## src/rtl/iir_sched_pkg.sv

```systemverilog
// iir_sched_pkg: shared types, defaults and helpers
// for the time-shared IIR MACC scheduler.
package iir_sched_pkg;

   typedef enum logic [2:0] {
      IDLE,
      CLR,
      TAP,
      DRAIN,
      WB
   } state_t;

   localparam int NCH_DEF      = 4;
   localparam int NTAP_DEF     = 5;
   localparam int MACC_LAT_DEF = 1;

   function automatic int coeff_addr(
      int ch,
      int tap,
      int ntap = NTAP_DEF
   );
      return ch * ntap + tap;
   endfunction

endpackage

```

## src/rtl/iir_macc_scheduler_if.sv

```systemverilog
// iir_macc_scheduler_if: frame handshake plus datapath strobes.
// ch_mask exists only with IIR_SCHED_CH_MASK_EN.
interface iir_macc_scheduler_if #(
   parameter int NCH  = iir_sched_pkg::NCH_DEF,
   parameter int NTAP = iir_sched_pkg::NTAP_DEF
);
   localparam int CH_W  = (NCH > 1) ? $clog2(NCH) : 1;
   localparam int TAP_W = (NTAP > 1) ? $clog2(NTAP) : 1;
   localparam int CA_W  = (NCH * NTAP > 1) ? $clog2(NCH * NTAP) : 1;

   logic             start;
   logic             start_ready;
   logic             clr_overrun;
   logic [CH_W-1:0]  ch;
   logic [TAP_W-1:0] tap_dir;
   logic [CA_W-1:0]  coeff_dir;
   logic             macc_clr;
   logic             macc_en;
   logic             x_wr_en;
   logic             y_wr_en;
   logic             out_valid;
   logic [CH_W-1:0]  out_ch;
   logic             done;
   logic             overrun;
`ifdef IIR_SCHED_CH_MASK_EN
   logic [NCH-1:0]   ch_mask;
`endif

   modport master (
`ifdef IIR_SCHED_CH_MASK_EN
      input  ch_mask,
`endif
      input  start, clr_overrun,
      output start_ready, ch, tap_dir, coeff_dir,
      output macc_clr, macc_en, x_wr_en, y_wr_en,
      output out_valid, out_ch, done, overrun
   );

   modport slave (
`ifdef IIR_SCHED_CH_MASK_EN
      output ch_mask,
`endif
      output start, clr_overrun,
      input  start_ready, ch, tap_dir, coeff_dir,
      input  macc_clr, macc_en, x_wr_en, y_wr_en,
      input  out_valid, out_ch, done, overrun
   );

endinterface

```

## src/rtl/iir_sched_ch_seq.sv

```systemverilog
// iir_sched_ch_seq: picks the next channel to process.
// With IIR_SCHED_CH_MASK_EN it searches the mask for the lowest enabled channel.
module iir_sched_ch_seq #(
   parameter int NCH = 4,
   localparam int CH_W = (NCH > 1) ? $clog2(NCH) : 1
) (
`ifdef IIR_SCHED_CH_MASK_EN
   input  logic [NCH-1:0]  mask,
`endif
   input  logic [CH_W-1:0] ch,
   input  logic            scan_all,
   output logic [CH_W-1:0] nxt_ch,
   output logic            nxt_none
);

`ifdef IIR_SCHED_CH_MASK_EN
   // lowest enabled channel above ch (or from 0 when scanning all)
   always_comb begin
      nxt_ch   = '0;
      nxt_none = 1'b1;
      for (int i = NCH - 1; i >= 0; i--) begin
         if (mask[i] && (scan_all || i > int'(ch))) begin
            nxt_ch   = CH_W'(i);
            nxt_none = 1'b0;
         end
      end
   end
`else
   // plain increment; the last channel ends the frame
   always_comb begin
      nxt_ch   = scan_all ? '0 : ch + CH_W'(1);
      nxt_none = !scan_all && (ch == CH_W'(NCH - 1));
   end
`endif

endmodule

```

## src/rtl/iir_macc_scheduler.sv

```systemverilog
// iir_macc_scheduler: shares one MACC/ROM/history memory across NCH IIR channels.
// Optional channel skipping is enabled by defining IIR_SCHED_CH_MASK_EN.
module iir_macc_scheduler
   import iir_sched_pkg::*;
#(
   parameter int NCH      = NCH_DEF,
   parameter int NTAP     = NTAP_DEF,
   parameter int MACC_LAT = MACC_LAT_DEF
) (
   input logic fclk,
   input logic reset,
   iir_macc_scheduler_if.master bus
);

   localparam int CH_W  = (NCH > 1) ? $clog2(NCH) : 1;
   localparam int TAP_W = (NTAP > 1) ? $clog2(NTAP) : 1;
   localparam int CA_W  = (NCH * NTAP > 1) ? $clog2(NCH * NTAP) : 1;
   localparam int DR_W  = 3;
   localparam logic [DR_W-1:0] DR_LOAD =
      DR_W'((MACC_LAT > 0) ? MACC_LAT - 1 : 0);

   state_t           state_q, state_d;
   logic [CH_W-1:0]  ch_q, ch_d;
   logic [TAP_W-1:0] tap_q, tap_d;
   logic [CA_W-1:0]  coeff_q, coeff_d;
   logic [DR_W-1:0]  drain_q, drain_d;
   logic             ov_q, ov_d;
   logic             empty_q, empty_d;
   logic [CH_W-1:0]  nxt_ch;
   logic             nxt_none;
   logic             in_idle;

   assign in_idle = (state_q == IDLE);

`ifdef IIR_SCHED_CH_MASK_EN
   logic [NCH-1:0] mask_q;
   logic [NCH-1:0] mask_sel;

   // latch the channel mask when a frame is accepted
   always_ff @(posedge fclk or posedge reset) begin
      if (reset)
         mask_q <= '0;
      else if (in_idle && bus.start)
         mask_q <= bus.ch_mask;
   end

   assign mask_sel = in_idle ? bus.ch_mask : mask_q;
`endif

   iir_sched_ch_seq #(.NCH(NCH)) u_seq (
`ifdef IIR_SCHED_CH_MASK_EN
      .mask     (mask_sel),
`endif
      .ch       (ch_q),
      .scan_all (in_idle),
      .nxt_ch   (nxt_ch),
      .nxt_none (nxt_none)
   );

   // state and counter registers
   always_ff @(posedge fclk or posedge reset) begin
      if (reset) begin
         state_q <= IDLE;
         ch_q    <= '0;
         tap_q   <= '0;
         coeff_q <= '0;
         drain_q <= '0;
         ov_q    <= 1'b0;
         empty_q <= 1'b0;
      end else begin
         state_q <= state_d;
         ch_q    <= ch_d;
         tap_q   <= tap_d;
         coeff_q <= coeff_d;
         drain_q <= drain_d;
         ov_q    <= ov_d;
         empty_q <= empty_d;
      end
   end

   // next-state, counters and sticky overrun
   always_comb begin
      state_d = state_q;
      ch_d    = ch_q;
      tap_d   = tap_q;
      coeff_d = coeff_q;
      drain_d = drain_q;
      empty_d = 1'b0;
      ov_d    = ov_q;
      if (bus.clr_overrun)
         ov_d = 1'b0;
      if (bus.start && !in_idle)
         ov_d = 1'b1;
      unique case (state_q)
         IDLE: begin
            if (bus.start) begin
               if (nxt_none) begin
                  empty_d = 1'b1;
               end else begin
                  ch_d    = nxt_ch;
                  state_d = CLR;
               end
            end
         end
         CLR: begin
            tap_d   = '0;
            coeff_d = CA_W'(coeff_addr(int'(ch_q), 0, NTAP));
            state_d = TAP;
         end
         TAP: begin
            if (tap_q == TAP_W'(NTAP - 1)) begin
               if (MACC_LAT > 0) begin
                  drain_d = DR_LOAD;
                  state_d = DRAIN;
               end else begin
                  state_d = WB;
               end
            end else begin
               tap_d   = tap_q + TAP_W'(1);
               coeff_d = coeff_q + CA_W'(1);
            end
         end
         DRAIN: begin
            if (drain_q == '0)
               state_d = WB;
            else
               drain_d = drain_q - DR_W'(1);
         end
         WB: begin
            if (nxt_none) begin
               state_d = IDLE;
            end else begin
               ch_d    = nxt_ch;
               state_d = CLR;
            end
         end
         default: state_d = IDLE;
      endcase
   end

   // outputs decoded from registered state only
   always_comb begin
      bus.start_ready = in_idle;
      bus.macc_clr    = (state_q == CLR);
      bus.macc_en     = (state_q == TAP);
      bus.x_wr_en     = (state_q == WB);
      bus.y_wr_en     = (state_q == WB);
      bus.out_valid   = (state_q == WB);
      bus.out_ch      = (state_q == WB) ? ch_q : '0;
      bus.done        = ((state_q == WB) && nxt_none) || empty_q;
      bus.ch          = ch_q;
      bus.tap_dir     = tap_q;
      bus.coeff_dir   = coeff_q;
      bus.overrun     = ov_q;
   end

endmodule

```

## src/flat_wrapper.sv

```systemverilog
// flat-port wrapper written by rule: the top's interface ports become plain ports
module iir_macc_scheduler_flat import iir_sched_pkg::*;
#(
   parameter int NCH      = NCH_DEF,
   parameter int NTAP     = NTAP_DEF,
   parameter int MACC_LAT = MACC_LAT_DEF
)
  (fclk, reset, bus_start, bus_clr_overrun, bus_start_ready, bus_ch, bus_tap_dir, bus_coeff_dir, bus_macc_clr, bus_macc_en, bus_x_wr_en, bus_y_wr_en, bus_out_valid, bus_out_ch, bus_done, bus_overrun);
  iir_macc_scheduler_if #(.NCH(NCH), .NTAP(NTAP)) bus_i ();
  input logic fclk;
  input logic reset;
  input wire logic [$bits(bus_i.start)-1:0] bus_start;
  input wire logic [$bits(bus_i.clr_overrun)-1:0] bus_clr_overrun;
  output wire logic [$bits(bus_i.start_ready)-1:0] bus_start_ready;
  output wire logic [$bits(bus_i.ch)-1:0] bus_ch;
  output wire logic [$bits(bus_i.tap_dir)-1:0] bus_tap_dir;
  output wire logic [$bits(bus_i.coeff_dir)-1:0] bus_coeff_dir;
  output wire logic [$bits(bus_i.macc_clr)-1:0] bus_macc_clr;
  output wire logic [$bits(bus_i.macc_en)-1:0] bus_macc_en;
  output wire logic [$bits(bus_i.x_wr_en)-1:0] bus_x_wr_en;
  output wire logic [$bits(bus_i.y_wr_en)-1:0] bus_y_wr_en;
  output wire logic [$bits(bus_i.out_valid)-1:0] bus_out_valid;
  output wire logic [$bits(bus_i.out_ch)-1:0] bus_out_ch;
  output wire logic [$bits(bus_i.done)-1:0] bus_done;
  output wire logic [$bits(bus_i.overrun)-1:0] bus_overrun;
  assign bus_i.start = bus_start;
  assign bus_i.clr_overrun = bus_clr_overrun;
  assign bus_start_ready = bus_i.start_ready;
  assign bus_ch = bus_i.ch;
  assign bus_tap_dir = bus_i.tap_dir;
  assign bus_coeff_dir = bus_i.coeff_dir;
  assign bus_macc_clr = bus_i.macc_clr;
  assign bus_macc_en = bus_i.macc_en;
  assign bus_x_wr_en = bus_i.x_wr_en;
  assign bus_y_wr_en = bus_i.y_wr_en;
  assign bus_out_valid = bus_i.out_valid;
  assign bus_out_ch = bus_i.out_ch;
  assign bus_done = bus_i.done;
  assign bus_overrun = bus_i.overrun;
  iir_macc_scheduler #(.NCH(NCH), .NTAP(NTAP), .MACC_LAT(MACC_LAT)) u_core (.fclk(fclk), .reset(reset), .bus(bus_i));
endmodule
```

## config.mk

```make
export PLATFORM = sky130hd
export DESIGN_NAME = iir_macc_scheduler_flat
export DESIGN_NICKNAME = d
export VERILOG_FILES = /design/src/rtl/iir_sched_pkg.sv /design/src/rtl/iir_macc_scheduler_if.sv /design/src/rtl/iir_sched_ch_seq.sv /design/src/rtl/iir_macc_scheduler.sv /design/src/flat_wrapper.sv
export SDC_FILE = /design/constraint.sdc
export NUM_CORES = 1
export LEC_CHECK = 0
export ABC_AREA = 1
export ABC_CLOCK_PERIOD_IN_PS = 1950
export CORE_MARGIN = 3
export CORE_UTILIZATION = 30
export CTS_CLUSTER_DIAMETER = 150
export DETAILED_ROUTE_END_ITERATION = 8
export MAX_ROUTING_LAYER = met4
export SYNTH_ARGS = -nofsm -noshare
export SYNTH_HDL_FRONTEND = slang
export SYNTH_HIERARCHICAL = 1
export SYNTH_SLANG_ARGS = --single-unit
```

## constraint.sdc

```tcl
create_clock -name fclk -period 1.95 [get_ports fclk]
set_input_delay 0.195 -clock fclk [delete_from_list [all_inputs] [get_ports fclk]]
set_output_delay 0.195 -clock fclk [all_outputs]
set_load 0.02 [all_outputs]
```

==> summary.txt <==
STATUS
----------------------------------------------------------------------------------------
Result of the run                                                              completed

SYNTHESIS
----------------------------------------------------------------------------------------
Post-synthesis async set-or-reset flop share                                        100%
Cell count after synthesis                                                           136
Flop and latch count out of synthesis                                                 18
Number of enable-type register cells in the synthesized netlist                        0
Cell types with the largest area share after synthesis                      sky130_fd_sc_hd__dfrtp_1 (42%), sky130_fd_sc_hd__nand2_1 (13%), sky130_fd_sc_hd__inv_1 (8.1%)
Syn nets                                                                             146
Number of distinct library cells after synthesis                                      28
Sequential area share after synthesis                                              42.1%
Post-synthesis average cell area                                                7.88 um2
Prevailing post-synth register cell                                         sky130_fd_sc_hd__dfrtp_1
Proportion of netlist area held by the largest area contributor                    42.1%
Most used standard cell by instance count after synthesis                   sky130_fd_sc_hd__nand2_1
Yosys top cell by area                                                      sky130_fd_sc_hd__dfrtp_1
List of most frequent post-synthesis cells                                  sky130_fd_sc_hd__nand2_1 (36), sky130_fd_sc_hd__inv_1 (23), sky130_fd_sc_hd__dfrtp_1 (18)
Area of the mapped netlist                                                      1070 um2
Number of warnings reported in the yosys synthesis log                                 6

TIMING
----------------------------------------------------------------------------------------
Max Slew Vio Count                                                                     0
Final critical-path share of the clock period                                      90.2%
RSZ-0062 raised after global routing                                                  no
Number of setup violations in the final report                                         0
Min Clock Period, post-route                                                     1.76 ns
Fin Clk Skew                                                                   0.0102 ns
Final hold violation count                                                             0
Peak Freq                                                                        568 MHz
Transition time of the tightest slew-check pin                                  0.699 ns
Setup TNS Final                                                                     0 ns
Tightest slew margin relative to the limit                                         53.3%

FINAL LAYOUT
----------------------------------------------------------------------------------------
Number of non-filler instances in the completed layout                               212
Proportion of layout cells with a drive suffix above 1                             15.7%
Diode count                                                                            0
Layout overhead on the synthesized area                                            33.4%
Nets@finish                                                                          177

WORST SETUP PATH
----------------------------------------------------------------------------------------
Critical Path, Cell by Cell                                                 ha_1, inv_1, nor2_1, inv_1, o21bai_1, clkdlybuf4s15_1
RR Endpoint                                                                 u_core/bus.coeff_dir[0]
Cell with the most instances on the worst path                              sky130_fd_sc_hd__inv_1
Category of cells accounting for the largest share of critical-path delay   buffers and inverters
Data required time at the worst endpoint                                         1.75 ns
Largest fanout of any net on the critical path                                         5
Internal reg-to-reg setup slack                                                  0.59 ns
Delay contributed by the slowest stage of the critical path                      0.41 ns
Kind of critical path                                                            reg2out
Worst r2r src                                                               u_core/bus.tap_dir[0]
Data arrival time of the worst path                                              1.56 ns
Cell type of the slowest stage on the worst timing path                     sky130_fd_sc_hd__dfrtp_2
Element type at the critical path end                                       primary output
Reg2Reg Depth                                                                          8
Critical path launch point type                                                flip-flop
CP Buf/Inv Count                                                                       3

ROUTING
----------------------------------------------------------------------------------------
Antenna violation net count after detailed routing                                     0
Average wire per standard cell                                                   10.2 um
Sum of routed wire length over all layers                                        2.16 mm
Initial DRT Pass Iterations                                                            4
Via count                                                                            929
Number of DRC markers in iteration 0                                                  46
DRC viols                                                                              0
Via-per-instance ratio                                                              4.38

CLOCK NETWORK
----------------------------------------------------------------------------------------
Clock tree from TritonCTS                                                            yes
TritonCTS buffer count                                                                 3
Clock tree root driver cell                                                 sky130_fd_sc_hd__clkbuf_4
H-Tree Level Count                                                                     1
Clock sink count                                                                      18
Clock tree buffer depth                                                                2
Worst-skew pair later-pin latency                                                0.30 ns
Hold-fix buffer count after cts                                                        0
Register clock-pin slew on the reported worst setup and hold paths               0.11 ns
Number of buffers added for setup after CTS                                            0

POWER
----------------------------------------------------------------------------------------
Comb pwr share                                                                     60.6%
Internal power component                                                         1.17 mW
Net switching power figure                                                       1.04 mW
Clock share of power                                                               10.6%
Post-layout total power                                                          2.21 mW
Power density over the cells                                                 1550 nW/um2
Sequential share of power                                                          28.8%
Sw Share                                                                           47.1%
IR Drop Worst-Case VDD                                                            773 uV
Leakage                                                                         0.827 nW

DIE
----------------------------------------------------------------------------------------
Initial standard-cell utilization of the core                                      31.6%
IO Pins                                                                               24
Die Y-Extent                                                                     65.8 um
Die Span X                                                                       65.8 um
Core area                                                                       3390 um2
Die outline area                                                                4320 um2
Number of placement rows                                                              21

GRT
----------------------------------------------------------------------------------------
Initial antenna violation count                                                        0
Wire length of the first global-routing pass                                     3.80 mm
Largest net degree at the start of global routing                                     19
Number of global-route vias before repair                                            884
Residual overflow from global routing                                                  0
Overall track demand over capacity in global routing                               11.6%

PLACED DESIGN
----------------------------------------------------------------------------------------
HPWL reported at the end of detailed placement                                   1.67 mm
Port Buf Inserts                                                                      23
Placer congestion estimate                                                         0.748
Cell Count Post-Placement                                                            208

JOB
----------------------------------------------------------------------------------------
Max_cap viols                                                                          0

MIN PATH
----------------------------------------------------------------------------------------
Path category of the worst min-delay check                                      in2async

==> cells by family after synthesis <==
family,synth area share [%]
simple gates,28.4
buf+inv,11.4
flops,42.1
compound gates,9.46
fa+ha+maj,7.01
xor+xnor,1.64
==> per-stage QoR <==
stage               util [%]  setup WS (ns)  hold slack [ns]  area, um2
finish                  42.2          0.190            0.296       1430
global route            42.2         0.0130            0.351       1430
CTS                     41.6         0.0318            0.329       1410
detailed placement      40.6          0.177            0.459       1380
global placement        40.6          0.235            0.454       1380
floorplan                  -          0.234            0.134       1070
==> power groups by stage <==
stage / clock network, mW / logic (mW) / registers [mW]
2_1_floorplan: 0 / 0.758 / 0.745
3_3_place_gp: 0 / 1.35 / 0.633
3_5_place_dp: 0 / 1.37 / 0.640
4_1_cts: 0.249 / 1.35 / 0.635
5_1_grt: 0.268 / 1.50 / 0.663
6_report: 0.234 / 1.34 / 0.635
==> flip-flops by register name, indices dropped and copies added (netlist names) <==
| register | cells |
|---|---|
| u_core/bus.coeff_dir | 5 |
| u_core/bus.tap_dir | 3 |
| u_core/drain_q | 3 |
| u_core/state_q | 3 |
| u_core/bus.ch | 2 |
| u_core/bus.overrun | 1 |
| u_core/empty_q | 1 |
==> layout make-up <==
type                    count  area (um2)
fillers                   342        1960
multi-input cells          90         498
flip-flops and latches     18         453
repair buffers             29         288
inverters                  25        96.3
well taps                  46        57.6
clock buffers               4        36.3
==> what timing repair did <==
item,4_1_cts,5_1_grt
setup endpoints to repair,8,7
endpoints found under the hold margin,0,0
gates resized for setup,4,8
==> cell usage in the layout, fill, tap and decap left out, drive strengths merged, types with 4 or more instances in the layout <==
cell | netlist | final
nand2 | 41 | 41
inv | 25 | 25
dfrtp | 18 | 18
clkdlybuf4s50 | 0 | 14
nor2 | 11 | 11
o21ai | 9 | 9
nand3 | 8 | 8
dlymetal6s2s | 0 | 6
buf | 3 | 6
ha | 6 | 6
clkbuf | 0 | 4
==> how the worst max path moves through the flow <==
stage                       from          endpoint  slack, ns  depth (start not counted)
2_1_floorplan  u_core/state_q[0]  u_core/bus.ch[0]       0.23                          8
3_5_place_dp    u_core/bus.ch[1]          bus_done       0.18                          6
5_1_grt         u_core/bus.ch[1]          bus_done       0.01                          6
4_1_cts        u_core/state_q[2]     bus_out_ch[0]       0.03                          4
6_report        u_core/bus.ch[1]          bus_done       0.19                          6
3_3_place_gp    u_core/bus.ch[1]          bus_done       0.24                          6
==> routing by layer <==
| layer | part of all wire, % | global-route usage [%] | routed length, um |
|---|---|---|---|
| met1 | 48 | 14.2 | 1050 |
| met2 | 48 | 18.9 | 1030 |
| met3 | 3.8 | 3.08 | 81 |
| met4 | 0 | 3.11 | 0 |
| met5 | 0 | - | 0 |
Power figures use the tool's default switching activity.
